**src/rtl/weight_ram_ctrl.sv**
```systemverilog
// weight_ram_ctrl: LOAD/RUN sequencer for the convolution weight RAM.
// Optional macro WEIGHT_CHECKSUM_EN adds the wsum output (sum of loaded weights).
`default_nettype none

module weight_ram_ctrl #(
  parameter int DATA_W   = 16,
  parameter int ADDR_W   = 3,
  parameter int NUM_TAPS = 5
) (
  input  logic              clk,
  input  logic              rst_n,
  input  logic              load_start,
  input  logic              run_start,
  input  logic [15:0]       run_count,
  input  logic              w_valid,
  input  logic [DATA_W-1:0] w_data,
  output logic              w_ready,
  input  logic              mac_stall,
  output logic              ram_we,
  output logic [ADDR_W-1:0] ram_waddr,
  output logic [DATA_W-1:0] ram_wdata,
  output logic              ram_re,
  output logic [ADDR_W-1:0] ram_raddr,
  output logic              tap_valid,
  output logic [ADDR_W-1:0] tap_idx,
  output logic              tap_last,
  output logic              busy,
`ifdef WEIGHT_CHECKSUM_EN
  output logic [DATA_W-1:0] wsum,
`endif
  output logic              done
);

  localparam logic [1:0] S_IDLE = 2'd0;
  localparam logic [1:0] S_LOAD = 2'd1;
  localparam logic [1:0] S_RUN  = 2'd2;
  localparam logic [1:0] S_DONE = 2'd3;

  localparam logic [ADDR_W-1:0] LAST_TAP = ADDR_W'(NUM_TAPS - 1);

  logic [1:0]        state_q, state_d;
  logic [ADDR_W-1:0] wcnt_q, wcnt_d;
  logic [ADDR_W-1:0] rcnt_q, rcnt_d;
  logic [15:0]       pix_q, pix_d;
  logic [15:0]       cnt_q, cnt_d;
  logic [15:0]       pix_inc;
  logic              tap_valid_q;
  logic [ADDR_W-1:0] tap_idx_q;
  logic              tap_last_q;

  assign pix_inc = pix_q + 16'd1;

  // RAM-side strobes are gated so every output is 0 while idle or in reset.
  always_comb begin
    state_d   = state_q;
    wcnt_d    = wcnt_q;
    rcnt_d    = rcnt_q;
    pix_d     = pix_q;
    cnt_d     = cnt_q;
    w_ready   = 1'b0;
    ram_we    = 1'b0;
    ram_waddr = '0;
    ram_wdata = '0;
    ram_re    = 1'b0;
    ram_raddr = '0;
    case (state_q)
      S_IDLE: begin
        if (load_start) begin
          state_d = S_LOAD;
          wcnt_d  = '0;
        end else if (run_start) begin
          state_d = S_RUN;
          rcnt_d  = '0;
          pix_d   = '0;
          cnt_d   = run_count;
        end
      end
      S_LOAD: begin
        w_ready = 1'b1;
        if (w_valid) begin
          ram_we    = 1'b1;
          ram_waddr = wcnt_q;
          ram_wdata = w_data;
          if (wcnt_q == LAST_TAP) begin
            state_d = S_DONE;
            wcnt_d  = '0;
          end else begin
            wcnt_d = wcnt_q + 1'b1;
          end
        end
      end
      S_RUN: begin
        if (cnt_q == 16'd0) begin
          state_d = S_DONE;
        end else if (!mac_stall) begin
          ram_re    = 1'b1;
          ram_raddr = rcnt_q;
          if (rcnt_q == LAST_TAP) begin
            rcnt_d = '0;
            pix_d  = pix_inc;
            if (pix_inc == cnt_q) begin
              state_d = S_DONE;
            end
          end else begin
            rcnt_d = rcnt_q + 1'b1;
          end
        end
      end
      S_DONE: state_d = S_IDLE;
      default: state_d = S_IDLE;
    endcase
  end

  always_ff @(posedge clk or negedge rst_n) begin
    if (!rst_n) begin
      state_q     <= S_IDLE;
      wcnt_q      <= '0;
      rcnt_q      <= '0;
      pix_q       <= '0;
      cnt_q       <= '0;
      tap_valid_q <= 1'b0;
      tap_idx_q   <= '0;
      tap_last_q  <= 1'b0;
    end else begin
      state_q     <= state_d;
      wcnt_q      <= wcnt_d;
      rcnt_q      <= rcnt_d;
      pix_q       <= pix_d;
      cnt_q       <= cnt_d;
      tap_valid_q <= ram_re;
      tap_idx_q   <= ram_raddr;
      tap_last_q  <= ram_re && (ram_raddr == LAST_TAP);
    end
  end

  assign tap_valid = tap_valid_q;
  assign tap_idx   = tap_idx_q;
  assign tap_last  = tap_last_q;
  assign busy      = (state_q == S_LOAD) || (state_q == S_RUN);
  assign done      = (state_q == S_DONE);

`ifdef WEIGHT_CHECKSUM_EN
  logic [DATA_W-1:0] sum_q;

  always_ff @(posedge clk or negedge rst_n) begin
    if (!rst_n) begin
      sum_q <= '0;
    end else if ((state_q == S_IDLE) && load_start) begin
      sum_q <= '0;
    end else if (ram_we) begin
      sum_q <= sum_q + w_data;
    end
  end

  assign wsum = sum_q;
`endif

endmodule

`default_nettype wire

```
**config.mk**
```make
export PLATFORM = sky130hd
export DESIGN_NAME = weight_ram_ctrl
export DESIGN_NICKNAME = d
export VERILOG_FILES = /design/src/rtl/weight_ram_ctrl.sv
export SDC_FILE = /design/constraint.sdc
export NUM_CORES = 1
export LEC_CHECK = 0
export CORE_MARGIN = 4
export CORE_UTILIZATION = 50
export CTS_CLUSTER_DIAMETER = 100
export DETAILED_ROUTE_END_ITERATION = 6
export PLACE_DENSITY = 0.83
export SETUP_SLACK_MARGIN = 0.5
export SLEW_MARGIN = 5
export SYNTH_ARGS = -nofsm -noshare
export SYNTH_HDL_FRONTEND = slang
export SYNTH_SLANG_ARGS = --single-unit
```
**constraint.sdc**
```tcl
create_clock -name clk -period 3.03 [get_ports clk]
set_input_delay 0.303 -clock clk [delete_from_list [all_inputs] [get_ports clk]]
set_output_delay 0.303 -clock clk [all_outputs]
set_load 0.02 [all_outputs]
```
==> flow_summary.json <==
{
  "result_of_the_run": "finished clean",
  "area_growth_pct": 34.85,
  "share_of_the_synthesized_area_in_the_top_cell_type_pct": 39.75,
  "crit_slowest_cell": "dfrtp_2",
  "dp_hpwl_mm": 5.184,
  "synth_fp_nets": 341,
  "peakVddDrop_uv": 409.5,
  "die_height_um": 83.27,
  "synth_area_leader_cell": "dfrtp_1",
  "clock-root-buffer": "clkbuf_8",
  "tritoncts": "yes",
  "io_pins": 70,
  "min_period_over_period_pct": 81.14,
  "design.final.nets": 410,
  "worst-endpoint-required_ps": 3230,
  "preCtsSetupSlack_ps": 393.4,
  "path_class": "reg2reg",
  "core_um2": 5507,
  "cp_top_family": "compound AO/OA/AOI/OAI gates",
  "tns_ps": 0,
  "grt_max_degree": 46,
  "synthCells": 294,
  "timing.critical_path.cells": "ha_2, xor2_1, or3_1, nor4_2, o2111ai_1, o41ai_2, mux2_2",
  "worstPathArrival_ps": 2650,
  "gpl.final_weighted_congestion": 0.8663,
  "numCtsBuffers": 5,
  "critical-path-max-stage-delay_ps": 440,
  "pwr_density_cell_nw_per_um2": 706.4,
  "routed_via_density": 5.913,
  "hold_fix_buffer_count_after_cts": 0,
  "grt_util_all_layers_pct": 20.56,
  "grt_first_pass_wirelength_mm": 11.74,
  "totalWireLength_mm": 7.209,
  "die_footprint_um2": 6934,
  "synthesis.area_per_instance_um2": 9.635,
  "synth_seq_area_share_pct": 39.75,
  "timing.final.max_slew_violations": 0,
  "num_rows": 27,
  "finalHoldViolCount": 0,
  "worst-path-max-fanout": 6,
  "initial_utilization_pct": 51.44,
  "yosys_most_used_dff": "dfrtp_1",
  "grt_pass1_vias": 2515,
  "netlist_cell_types": 48,
  "globalRouteOverflowTotal": 0,
  "clock_skew_ps": 10.87,
  "cp-end-kind": "register",
  "initial_antenna_violation_count": 0,
  "antenna_left": 0,
  "final_common_cell": "clkdlybuf4s50_1",
  "htree_num_levels": 2,
  "drt-wirelength-per-cell_um": 16.53,
  "startpoint_type": "register",
  "place.port_buffers": 69,
  "worst_setup_hold_path_clk_slew_ps": 90,
  "synth_edf_count": 0,
  "drive_above_1_share_pct": 16.76,
  "synth-async-reset-ratio_pct": 100.0,
  "hp_class": "in2async",
  "worst_slack_setup_final_ps": 571.3,
  "die_w_um": 83.27,
  "diode_insertion_count_for_antenna_repair": 0,
  "slew_headroom_pct": 32.79,
  "synth.area.top_cells": "dfrtp_1, mux2_2, and3_1",
  "worstPathBufferInverterCount": 0,
  "drt_pass1_iterations": 5,
  "p_leak_uw": 0.001683,
  "clockBufferDepth": 2,
  "post-route-min-period_ps": 2459,
  "clk_latency_ps": 300,
  "final_core_utilization_pct": 69.37,
  "first_iter_violations": 204,
  "slew_of_the_pin_with_the_lowest_slew_margin_ps": 1008,
  "most-common-layout-cells": "clkdlybuf4s50_1, dfrtp_1, and3_1",
  "drv_cap": 0,
  "syn-cell-area_um2": 2833,
  "fmax_mhz": 406.7,
  "ys_warn_count": 0,
  "setup_repair_after_global_routing_missed_its_margin": "yes",
  "num_vias": 2578,
  "clkSinkCount": 45,
  "synth-seq-cells": 45,
  "report.final.setup_viol": 0,
  "post-route-drc-count": 0
}
synthesized netlist by cell type, types with 2 or more instances:
cell and n:
or3_1 2, o2111ai_1 2, a21oi_1 3, dfrtp_1 45, clkbuf_1 8, nand3b_1 2, and2_1 4, and3_1 24
a22o_1 5, xor2_1 7, xnor2_1 15, nor2_1 16, buf_6 2, nor2b_1 2, o41ai_2 2, o21ai_0 18
o21ai_1 2, buf_2 7, nor3_1 2, nand3_1 12, nand4_1 7, o2bb2ai_1 2, mux2_2 18, a21o_1 2
nor4_1 7, nor3b_1 2, and4_1 3, o31ai_1 6, ha_1 9, o41ai_1 5, inv_1 11, a31oi_1 4
nand2_1 22, nand2b_1 2
cells by family after synthesis:
family | Yosys count | synth area share, %
XOR/XNOR | 23 | 7.597
flip-flops | 45 | 39.75
adder cells (fa/ha/maj) | 9 | 3.975
buffers and inverters | 29 | 4.814
multiplexers | 19 | 7.509
AND/OR/NAND/NOR | 114 | 22.57
AO/OA/AOI/OAI | 55 | 13.78
power by group:
| group | switching (uW) | total [uW] | internal, uW |
|---|---|---|---|
| Combinational | 603 | 1230 | 631 |
| Sequential | 233 | 995 | 763 |
| Clock | 222 | 469 | 247 |
| Total | 1060 | 2700 | 1640 |
final cells by class:
cell class                 instances  area, um^2
clock buffer                       5       68.82
clock inverter                     3       46.29
fill                             393        1687
inverter                          11       41.29
multi-input combinational        220        1669
sequential                        45        1131
tap                               72       90.09
timing repair buffer              80       773.2
path summary, 6_finish.rpt:
path                       cells past startpoint  slack, ps       from         end
max in group asynchronous                      1       2190      rst_n    pix_q[5]
hold reg to reg                                1        560  rcnt_q[1]   rcnt_q[1]
setup reg to reg                               7        570   pix_q[0]  state_q[1]
setup / recovery                               7        570   pix_q[0]  state_q[1]
hold / removal                                 1        160      rst_n    pix_q[9]
min in group clk                               1        560  rcnt_q[1]   rcnt_q[1]
flip-flops by register name, summed over array words and instances (netlist names):
register / count
pix_q: 16
tap_idx: 3
cnt_q: 16
rcnt_q: 3
wcnt_q: 3
tap_last: 1
tap_valid: 1
state_q: 2
repair_timing:
item,in CTS,in global routing
setup endpoints to repair,6,6
setup buffers,0,7
pin swaps,1,4
gates resized for setup,11,10
per-stage QoR:
step,hold slack [ps],instances,power [uW],cell area (um^2)
2_1_floorplan,7.409,294,1711,2833
3_3_place_gp,513.3,421,2073,3543
3_5_place_dp,533.2,421,2121,3543
4_1_cts,197.1,429,2646,3731
5_1_grt,248.7,436,2865,3820
6_report,160.6,436,2699,3820
routing by layer:
metal,share of wire (%),up-vias,track usage (%),wire (um)
met1,42,1239,25.90,2999
met3,7.9,13,6.349,571
li1,-,1215,-,-
met2,49,111,33.38,3512
met4,1.7,0,7.132,125
met5,0,-,0,0
Power figures use the tool's default switching activity.
